<file path="src/rtl/addsub_operand_loader.sv">
// rtl/addsub_operand_loader.sv - operand/result sequencer around an external add/sub unit
// Optional result flags (out_zero, out_ovf) are built only with ADDSUB_FLAGS_EN defined.
module addsub_operand_loader #(
    parameter int WIDTH = 8
) (
    input  logic             clk,
    input  logic             rst_n,
    input  logic             in_valid,
    output logic             in_ready,
    input  logic [WIDTH-1:0] in_data,
    input  logic             in_op,
    output logic [WIDTH-1:0] add_a,
    output logic [WIDTH-1:0] add_b,
    output logic             add_op,
    input  logic [WIDTH-1:0] add_s,
    output logic             out_valid,
    input  logic             out_ready,
    output logic [WIDTH-1:0] out_result,
`ifdef ADDSUB_FLAGS_EN
    output logic             out_zero,
    output logic             out_ovf,
`endif
    output logic             busy
);

    typedef enum logic [1:0] {
        S_IDLE   = 2'd0,
        S_WAIT_B = 2'd1,
        S_EXEC   = 2'd2,
        S_DONE   = 2'd3
    } state_t;

    state_t            state_q, state_d;
    logic [WIDTH-1:0]  a_q, a_d;
    logic [WIDTH-1:0]  b_q, b_d;
    logic              op_q, op_d;
    logic [WIDTH-1:0]  result_q, result_d;

`ifdef ADDSUB_FLAGS_EN
    logic zero_q, zero_d;
    logic ovf_q, ovf_d;
    logic a_msb, b_msb, s_msb;

    assign a_msb = a_q[WIDTH-1];
    assign b_msb = b_q[WIDTH-1];
    assign s_msb = add_s[WIDTH-1];
`endif

    always_comb begin
        state_d  = state_q;
        a_d      = a_q;
        b_d      = b_q;
        op_d     = op_q;
        result_d = result_q;
`ifdef ADDSUB_FLAGS_EN
        zero_d   = zero_q;
        ovf_d    = ovf_q;
`endif
        case (state_q)
            S_IDLE: begin
                if (in_valid) begin
                    a_d     = in_data;
                    state_d = S_WAIT_B;
                end
            end
            S_WAIT_B: begin
                if (in_valid) begin
                    b_d     = in_data;
                    op_d    = in_op;
                    state_d = S_EXEC;
                end
            end
            S_EXEC: begin
                // add_s has had the whole cycle to settle from the registered operands
                result_d = add_s;
`ifdef ADDSUB_FLAGS_EN
                zero_d   = (add_s == '0);
                ovf_d    = (op_q ? (a_msb != b_msb) : (a_msb == b_msb)) && (s_msb != a_msb);
`endif
                state_d  = S_DONE;
            end
            S_DONE: begin
                if (out_ready) begin
                    state_d = S_IDLE;
                end
            end
            default: state_d = S_IDLE;
        endcase
    end

    always_ff @(posedge clk) begin
        if (!rst_n) begin
            state_q  <= S_IDLE;
            a_q      <= '0;
            b_q      <= '0;
            op_q     <= 1'b0;
            result_q <= '0;
`ifdef ADDSUB_FLAGS_EN
            zero_q   <= 1'b0;
            ovf_q    <= 1'b0;
`endif
        end else begin
            state_q  <= state_d;
            a_q      <= a_d;
            b_q      <= b_d;
            op_q     <= op_d;
            result_q <= result_d;
`ifdef ADDSUB_FLAGS_EN
            zero_q   <= zero_d;
            ovf_q    <= ovf_d;
`endif
        end
    end

    assign in_ready   = (state_q == S_IDLE) || (state_q == S_WAIT_B);
    assign out_valid  = (state_q == S_DONE);
    assign busy       = (state_q != S_IDLE);
    assign add_a      = a_q;
    assign add_b      = b_q;
    assign add_op     = op_q;
    assign out_result = result_q;
`ifdef ADDSUB_FLAGS_EN
    assign out_zero   = zero_q;
    assign out_ovf    = ovf_q;
`endif

endmodule

</file>
<file path="config.mk">
export PLATFORM = sky130hd
export DESIGN_NAME = addsub_operand_loader
export DESIGN_NICKNAME = d
export VERILOG_FILES = /design/src/rtl/addsub_operand_loader.sv
export SDC_FILE = /design/constraint.sdc
export NUM_CORES = 1
export LEC_CHECK = 0
export BUFFER_PORTS_ARGS = -buffer_cell sky130_fd_sc_hd__buf_2
export CORE_AREA = 2 2 43 64
export DETAILED_ROUTE_END_ITERATION = 8
export DIE_AREA = 0 0 45 66
export HOLD_SLACK_MARGIN = 0.1
export PLACE_DENSITY_LB_ADDON = 0.1
export SYNTH_ARGS = -nofsm -noshare
export SYNTH_HDL_FRONTEND = slang
export SYNTH_SLANG_ARGS = --single-unit
</file>
<file path="constraint.sdc">
create_clock -name clk -period 3.5 [get_ports clk]
set_input_delay 0.35 -clock clk [delete_from_list [all_inputs] [get_ports clk]]
set_output_delay 0.35 -clock clk [all_outputs]
set_load 0.01 [all_outputs]
</file>
==> flow_metrics.tcl, run 1 <==
set metrics [dict create \
    synth_ff_type "dfxtp_1" \
    power.switching_mw 0.3286 \
    slew_viol_final 0 \
    p_seq_frac 0.450 \
    min_period_ps 1904 \
    ctsLongestPathBuffers 2 \
    synthTopCellsByArea "dfxtp_1 48%, a21boi_1 11%, mux2i_1 8.8%" \
    route.detailed.drc 0 \
    clk_pin_slew_ps 140 \
    synth_commonest_cells "27 x dfxtp_1, 20 x nand2_1, 17 x a21boi_1, 17 x nand3_1, 10 x mux2i_1" \
    yosysSeqAreaShare 0.4758 \
    hold_ws_ps 285.6 \
    skew_ps 3.052 \
    post_cts_resize_count 0 \
    finalWorstSetupSlack_ps 1596 \
    max_freq_ghz 0.5252 \
    power.leakage_nw 0.6399 \
    crit_family "flip-flops" \
    synth_compound_area_frac 0.1278 \
    ys_ff_latch 27 \
    worst-path-stages 5 \
    synthCells 121 \
    dr.pass1.iters 4 \
    wl_per_cell_um 11.56 \
    cpMaxStageDelayCell "dfxtp_1" \
    synthDistinctLibCells 18 \
    place_congestion 0.7794 \
    synth_nets 146 \
    power_density_mw_per_mm2 647.7 \
    antennaDiodeCount 0 \
    crit_top_cell "inv_1" \
    grt_util_all_layers 0.1660 \
    r2r_cells 5 \
    path_cells "inv_1 -> ha_1 -> nor2_1 -> inv_1 -> buf_2" \
    io_pins 49 \
    comb_power_share 0.406 \
    synth_xor_area_frac 0 \
    total_power_mw 0.8955 \
    tns_ps 0 \
    fillers 261 \
    portBuffers 48 \
    grt_pass1_wl_mm 3.760 \
    seq_area_sq_um 540.5 \
    core_area_sq_mm 0.002422 \
    grt_overflow_total 0 \
    dp.final_hpwl_mm 1.723 \
    cts_buffers 3 \
    synth_most_common_cell "dfxtp_1" \
    clock-sinks 27 \
    worstSetupPathType "register to output port" \
    initial_core_util 0.4690 \
    slew_headroom 0.6881 \
    dr.first_iter.drc_count 21 \
    synthAdderAreaFrac 0.04405 \
    p_clk_frac 0.144 \
    grt_pass1_vias 925 \
    hold_path_class "primary input to register" \
    dieArea_sq_mm 0.002970 \
    endpoint_kind "output port" \
    synth_top_area_share 0.4758 \
    switching_share 0.3669 \
    whs_path_depth 3 \
    area_growth_pct 21.70 \
    multiInputGateArea_sq_um 526.8 \
    p_int_mw 0.5669 \
    routed_wl_mm 2.184 \
    antenna_left 0 \
    synthSimpleGateAreaFrac 0.2037 \
    cp.required_ps 3150 \
    synth_top_family_by_area "simple AND/OR/NAND/NOR gates" \
    holdBufCountCts 0 \
    start_kind "register" \
    maxCapViolations 0 \
    num_vias 931 \
    critical_path.max_stage_delay_ps 400 \
    via_per_inst 4.926 \
    final_layout_size_suffix_gt1_frac 0.3273 \
    synth_area_sq_mm 0.001136 \
    status "completed" \
    synth_top_area_cell "dfxtp_1" \
    avgSynthCellArea_sq_um 9.389 \
    fin_crit_sh 0.5440 \
    synthMuxAreaShare 0.08811 \
    worstPathMaxFanout 12 \
    nets 191 \
    pre_cts_slack_ps 1943 \
    rows 22 \
    synth_edf_count 0 \
    cp.arrival_ps 1550 \
    cts_setup_buffers 0 \
    chipHeight_um 66 \
    worst_ir_drop_vdd_v 0.0003865 \
    finalSetupViolations 0 \
    worstMarginPinSlew_ps 467.8 \
    antenna_found_initial 0 \
    yosys_warnings 0 \
    grt_max_degree 30 \
    path_buf_inv 3 \
    finalHoldViolCount 0 \
    synthArstFlopShare 0 \
    htreeDepth 1 \
    die_x_um 45 \
    cts_tree "built" \
    rsz0062_at_grt "false" \
    cts_root_buf "clkbuf_4" \
    clock_latency_ps 310 \
]
-- flip-flops by register name, summed over array words and instances (netlist names) --
signal / flops
add_a: 8
add_b: 8
out_result: 8
state_q: 2
add_op: 1
-- layout make-up --
type	instances	share of cell area
clock buffers	4	0.01900
inverters	5	0.01357
multi-input cells	81	0.3810
flip-flops and latches	27	0.3909
well taps	24	0.02172
repair buffers	48	0.1738
-- power groups by stage --
stage               logic (mW)  registers [mW]  clock network, mW
floorplan                0.238           0.434                  0
global placement         0.360           0.406                  0
detailed placement       0.371           0.411                  0
CTS                      0.371           0.404              0.135
global route             0.413           0.412              0.146
finish                   0.363           0.403              0.129
-- per-stage QoR --
stage          instance area, sq um    util  cells
2_1_floorplan                  1136       -    121
3_3_place_gp                   1356  0.5599    185
3_5_place_dp                   1356  0.5599    185
4_1_cts                        1383  0.5708    189
5_1_grt                        1383  0.5708    189
6_report                       1383  0.5708    189
-- logic make-up (layout without fill, tap and decap cells) --
group	count (synthesis)	after routing
flops	27	27
compound gates	19	19
simple gates	48	48
buf+inv	13	57
fa+ha+maj	4	4
mux	10	10
-- path summary, 6_finish.rpt --
path	startpoint	endpoint	slack, ps
worst max-delay path	state_q[0]	in_ready	1600
worst min-delay path	add_s[5]	out_result[5]	290
worst max register to register	state_q[0]	state_q[1]	2030
worst min register to register	add_a[1]	add_a[1]	460
-- per-layer routing --
layer / wire length, um / up-vias / global-route usage / part of all wire
li1: - / 486 / - / -
met1: 864 / 409 / 0.1856 / 0.40
met2: 1152 / 34 / 0.3036 / 0.53
met3: 151 / 2 / 0.02732 / 0.069
met4: 17 / 0 / 0.05515 / 0.0078
met5: 0 / - / 0 / 0
-- placed cells by master, fill, tap and decap left out, types with 3 or more instances in the layout --
cell type / n
nand2_1: 20
clkbuf_4: 3
mux2i_1: 10
nor2b_1: 8
buf_2: 48
a21boi_1: 17
ha_1: 4
inv_1: 4
dfxtp_1: 27
nand3_1: 17
-- tightest hold or removal path: stages --
cell and delay, ps:
buf_2 70, mux2i_1 50, nor2b_1 90
(Power assumes the default switching activity.)
==> run 2: changes to the inputs <==
--- a/config.mk
+++ b/config.mk
@@ -6,9 +6,9 @@
 export NUM_CORES = 1
 export LEC_CHECK = 0
 export BUFFER_PORTS_ARGS = -buffer_cell sky130_fd_sc_hd__buf_2
-export CORE_AREA = 2 2 43 64
+export CORE_AREA = 2 2 44 66
 export DETAILED_ROUTE_END_ITERATION = 8
-export DIE_AREA = 0 0 45 66
+export DIE_AREA = 0 0 46 68
 export HOLD_SLACK_MARGIN = 0.1
 export PLACE_DENSITY_LB_ADDON = 0.1
 export SYNTH_ARGS = -nofsm -noshare
==> constraint.sdc (replaced) <==
create_clock -name clk -period 1.88 [get_ports clk]
set_input_delay 0.188 -clock clk [delete_from_list [all_inputs] [get_ports clk]]
set_output_delay 0.188 -clock clk [all_outputs]
set_load 0.01 [all_outputs]
==> run 2 against run 1 <==
  * Routed wire length up 7.2%
  * Sequential share of layout area shrank 0.56 points
  * First-iteration DRC count decreased by 24%
  * Cell count rose by 0.53%
  * Final area grew 1.4%
  * Clock power rose by 140%
  * Setup slack worse by 1400 ps
  * Core utilization is 2.9 points lower
  * Largest cell class unchanged
  * Largest power group unchanged
==> flow_metrics.tcl, run 2 (synthesis gave the netlist of run 1 again) <==
set metrics [dict create \
    whs_path_depth 3 \
    path_cells "inv_1 -> ha_1 -> nor2_1 -> inv_1 -> buf_2" \
    crit_top_cell "inv_1" \
    dr.first_iter.drc_count 16 \
    clock-sinks 27 \
    wl_per_cell_um 12.32 \
    cp.required_ps 1690 \
    dp.final_hpwl_mm 1.773 \
    grt_max_degree 30 \
    seq_area_sq_um 540.5 \
    worst_ir_drop_vdd_v 0.0006994 \
    fillers 236 \
    endpoint_kind "output port" \
    hp-start "add_s[3]" \
    mostFrequentLayoutCells "48 x buf_2, 27 x dfxtp_1, 20 x nand2_1" \
    pre_cts_slack_ps 473.8 \
    power_density_mw_per_mm2 1248 \
    grt_util_all_layers 0.1624 \
    dr.pass1.iters 4 \
    route.detailed.drc 0 \
    antenna_found_initial 0 \
    cts_buffers 3 \
    critical_path.max_stage_delay_ps 390 \
    skew_ps 1.642 \
    rrSetupSlack_ps 450 \
    clock_latency_ps 260 \
    max_freq_ghz 0.5928 \
    num_vias 945 \
    min_period_ps 1687 \
    tns_ps 0 \
    power.leakage_nw 0.6477 \
    worstPathMaxFanout 12 \
    status "completed" \
    rsz0062_at_grt "false" \
    total_power_mw 1.750 \
    ctsLongestPathBuffers 2 \
    cts_root_buf "clkbuf_8" \
    multiInputGateArea_sq_um 526.8 \
    r2r_start "state_q[0]" \
    final_layout_size_suffix_gt1_frac 0.3273 \
    hold_end "out_result[3]" \
    place_congestion 0.7700 \
    finalSetupViolations 0 \
    placed_cell_area_sq_mm 0.001358 \
    crit_family "flip-flops" \
    htreeDepth 1 \
    layout_commonest_cell "buf_2" \
    chipHeight_um 68 \
    path_buf_inv 3 \
    core_area_sq_mm 0.002590 \
    die_x_um 46 \
    rows 23 \
    worstMarginPinSlew_ps 485.7 \
    cp.arrival_ps 1500 \
    r2r_cells 5 \
    clk_pin_slew_ps 90 \
    cts_tree "built" \
    slew_headroom 0.6762 \
    grt_pass1_wl_mm 3.732 \
    portBuffers 48 \
    grt_pass1_vias 894 \
    finalWorstSetupSlack_ps 193.2 \
    holdBufCountCts 0 \
    post_cts_resize_count 0 \
    dieArea_sq_mm 0.003128 \
    routed_wl_mm 2.341 \
    start_kind "register" \
    cpMaxStageDelayCell "dfxtp_1" \
    via_per_inst 4.974 \
    worstSetupPathType "register to output port" \
    fin_crit_sh 0.8973 \
    finalHoldViolCount 0 \
    cts_setup_buffers 0 \
    antennaDiodeCount 0 \
    initial_core_util 0.4386 \
    grt_overflow_total 0 \
    hold_path_class "primary input to register" \
    maxCapViolations 0 \
    rr_endpoint "state_q[0]" \
    slew_viol_final 0 \
    antenna_left 0 \
    io_pins 49 \
    area_growth_pct 23.46 \
    nets 191 \
    fin_area_sq_mm 0.001403 \
]
run 2: cell counts in the layout (fill, tap and decap cells not counted):
No cell type changed its count.
run 2: worst max-delay path by stage:
| stage | from | end | slack, ps | depth (start not counted) |
|---|---|---|---|---|
| floorplan | state_q[0] | state_q[0] | 750 | 5 |
| global placement | state_q[0] | in_ready | 560 | 5 |
| detailed placement | state_q[1] | state_q[0] | 470 | 5 |
| CTS | state_q[0] | in_ready | 180 | 5 |
| global route | state_q[1] | in_ready | 50 | 5 |
| finish | state_q[0] | in_ready | 190 | 5 |
run 2: where the power goes:
group	switching (mW)	internal, mW	leakage (nW)	total (mW)
Combinational	0.396	0.286	0.405	0.682
Clock	0.165	0.151	0.0228	0.316
Sequential	0.0643	0.688	0.220	0.752
Total	0.625	1.13	0.648	1.75
run 2: tightest hold or removal path: cells and delay by family:
| family | cells | cell delay (ps) |
|---|---|---|
| and+or+nand+nor | 1 | 90 |
| buffers and inverters | 1 | 80 |
| muxes | 1 | 50 |
run 2: per-stage QoR:
| stage | util | instances | hold slack, ps |
|---|---|---|---|
| 3_5_place_dp | 0.5242 | 186 | 445.9 |
| 4_1_cts | 0.5415 | 190 | 170.4 |
| 5_1_grt | 0.5415 | 190 | 180.9 |
| 2_1_floorplan | - | 121 | 334.4 |
| 3_3_place_gp | 0.5242 | 186 | 440.1 |
| 6_report | 0.5415 | 190 | 175.4 |
run 2: metal layers:
| metal | global-route usage | part of all wire | vias to the layer above |
|---|---|---|---|
| met5 | 0 | 0 | - |
| met4 | 0.05357 | 0.012 | 0 |
| met3 | 0.01583 | 0.050 | 4 |
| met2 | 0.3090 | 0.53 | 35 |
| met1 | 0.1780 | 0.40 | 418 |
| li1 | - | - | 488 |
run 2: final cells by class:
class | instances | share of cell area
timing repair buffer | 48 | 0.1713
clock buffer | 4 | 0.03211
inverter | 5 | 0.01338
multi-input combinational | 81 | 0.3756
tap | 25 | 0.02230
sequential | 27 | 0.3854
==> run 3: changes to the inputs <==
--- a/config.mk
+++ b/config.mk
@@ -6,11 +6,13 @@
 export NUM_CORES = 1
 export LEC_CHECK = 0
 export BUFFER_PORTS_ARGS = -buffer_cell sky130_fd_sc_hd__buf_2
-export CORE_AREA = 2 2 44 66
+export CAP_MARGIN = 20
+export CORE_AREA = 2 2 49 60
 export DETAILED_ROUTE_END_ITERATION = 8
-export DIE_AREA = 0 0 46 68
+export DIE_AREA = 0 0 51 62
 export HOLD_SLACK_MARGIN = 0.1
 export PLACE_DENSITY_LB_ADDON = 0.1
+export RECOVER_POWER = 25
 export SYNTH_ARGS = -nofsm -noshare
 export SYNTH_HDL_FRONTEND = slang
 export SYNTH_SLANG_ARGS = --single-unit
==> run 3 against run 2 <==
  * Routed wire length is 1.7% lower
  * First-iteration DRC count grew 38%
  * Critical path depth is the same
  * Hold slack worse by 68 ps
  * Register-to-register slack gained 90 ps
  * Power fell by 3.2%
  * Sequential cell count unchanged
  * Clock skew increased by 1.9 ps
  * Via count increased by 1.6%
  * Clock power shrank 20%
  * Maximum frequency is 1.5% higher
  * Critical endpoint unchanged
  * Largest cell class unchanged
==> flow_metrics.tcl, run 3 (synthesis gave the netlist of run 1 again) <==
set metrics [dict create \
    place_congestion 0.7362 \
    cp.required_ps 1690 \
    maxCapViolations 0 \
    worstMarginPinSlew_ps 500.5 \
    grt_util_all_layers 0.1623 \
    clock_latency_ps 320 \
    grt_max_degree 30 \
    final_layout_size_suffix_gt1_frac 0.2619 \
    mostFrequentLayoutCells "35 x buf_2, 27 x dfxtp_1, 20 x nand2_1" \
    routed_wl_mm 2.301 \
    portBuffers 48 \
    nets 194 \
    r2r_start "state_q[0]" \
    clk_pin_slew_ps 140 \
    finalWorstSetupSlack_ps 218.4 \
    clock-sinks 27 \
    initial_core_util 0.4281 \
    power.leakage_nw 0.5985 \
    slew_headroom 0.6664 \
    start_kind "register" \
    cts_root_buf "clkbuf_4" \
    hp-start "in_data[4]" \
    dp.cells 195 \
    grt_overflow_total 0 \
    max_freq_ghz 0.6018 \
    worst_ir_drop_vdd_v 0.0005375 \
    wl_per_cell_um 11.39 \
    power_density_mw_per_mm2 1198 \
    area_growth_pct 24.56 \
    cts_tree "built" \
    dr.first_iter.drc_count 22 \
    hold_end "add_b[4]" \
    num_vias 960 \
    cp.arrival_ps 1470 \
    die_x_um 51 \
    hold_ws_ps 107.4 \
    hold_path_class "primary input to register" \
    pre_cts_slack_ps 456.2 \
    io_pins 49 \
    route.detailed.drc 0 \
    worstPathMaxFanout 12 \
    fin_crit_sh 0.8838 \
    worstSetupPathType "register to output port" \
    finalHoldViolCount 0 \
    grt_pass1_wl_mm 3.829 \
    r2r_cells 4 \
    dr.pass1.iters 4 \
    ctsLongestPathBuffers 2 \
    dp.final_hpwl_mm 1.698 \
    chipHeight_um 62 \
    dieArea_sq_mm 0.003162 \
    fin_cells 202 \
    antenna_found_initial 0 \
    endpoint_kind "output port" \
    finalSetupViolations 0 \
    cts_buffers 3 \
    whs_path_depth 3 \
    rr_endpoint "out_result[7]" \
    core_area_sq_mm 0.002654 \
    rrSetupSlack_ps 540 \
    htreeDepth 1 \
    rows 21 \
    min_period_ps 1662 \
    antenna_left 0 \
    slew_viol_final 0 \
    skew_ps 3.530 \
    antennaDiodeCount 0 \
    layout_commonest_cell "buf_2" \
    status "completed" \
    rsz0062_at_grt "false" \
    tns_ps 0 \
    grt_pass1_vias 910 \
    via_per_inst 4.752 \
]
[run 3: cell count changes in the layout (fill, tap and decap cells not counted), sizes merged]
cell	change
buf	-13
clkinv	+1
clkbuf	+12
dlygate4sd3	+3
[run 3: final cells by class]
class / instances / area, sq um
fillers: 276 / 1239
flip-flops and latches: 27 / 540.5
multi-input cells: 81 / 531.8
repair buffers: 51 / 254.0
well taps: 34 / 42.54
clock buffers: 3 / 22.52
inverters: 5 / 18.77
clock inverters: 1 / 5.005
[run 3: stage by stage]
step	instance area, sq um	power (mW)	util
6_report	1415	1.695	0.5332
5_1_grt	1415	1.833	0.5332
4_1_cts	1426	1.719	0.5375
3_5_place_dp	1369	1.462	0.5158
3_3_place_gp	1369	1.433	0.5158
2_1_floorplan	1136	1.250	-
[run 3: where the power goes]
group	total [mW]	internal (mW)	switching (mW)
clock	0.254	0.0798	0.174
sequential	0.752	0.688	0.0641
combinational	0.689	0.288	0.401
[run 3: worst max-delay path: stages (launching register included)]
cell,delay [ps]
dfxtp_1,410
inv_1,90
ha_2,270
nor2_1,180
inv_1,70
buf_2,140
[run 3: how the worst max path moves through the flow]
stage               slack [ps]  startpoint  cells past startpoint    endpoint
CTS                         90  state_q[0]                      5    in_ready
floorplan                  750  state_q[0]                      5  state_q[0]
finish                     220  state_q[0]                      5    in_ready
detailed placement         460  state_q[1]                      5  state_q[1]
global route                90  state_q[0]                      5    in_ready
global placement           550  state_q[0]                      5    in_ready
[run 3: what timing repair did]
item                                    CTS  global route
setup buffers                             0             0
endpoints found under the setup margin    0             1
hold buffers                              3             0
gates resized for setup                   0             2
endpoints found under the hold margin     3             0
[run 3: per-layer routing]
layer  GRT usage  vias to the layer above  routed length, um
li1            -                      493                  -
met1      0.1893                      432                972
met2      0.2913                       31               1146
met3     0.02632                        4                147
met4     0.08108                        0                 34
met5           0                        -                  0
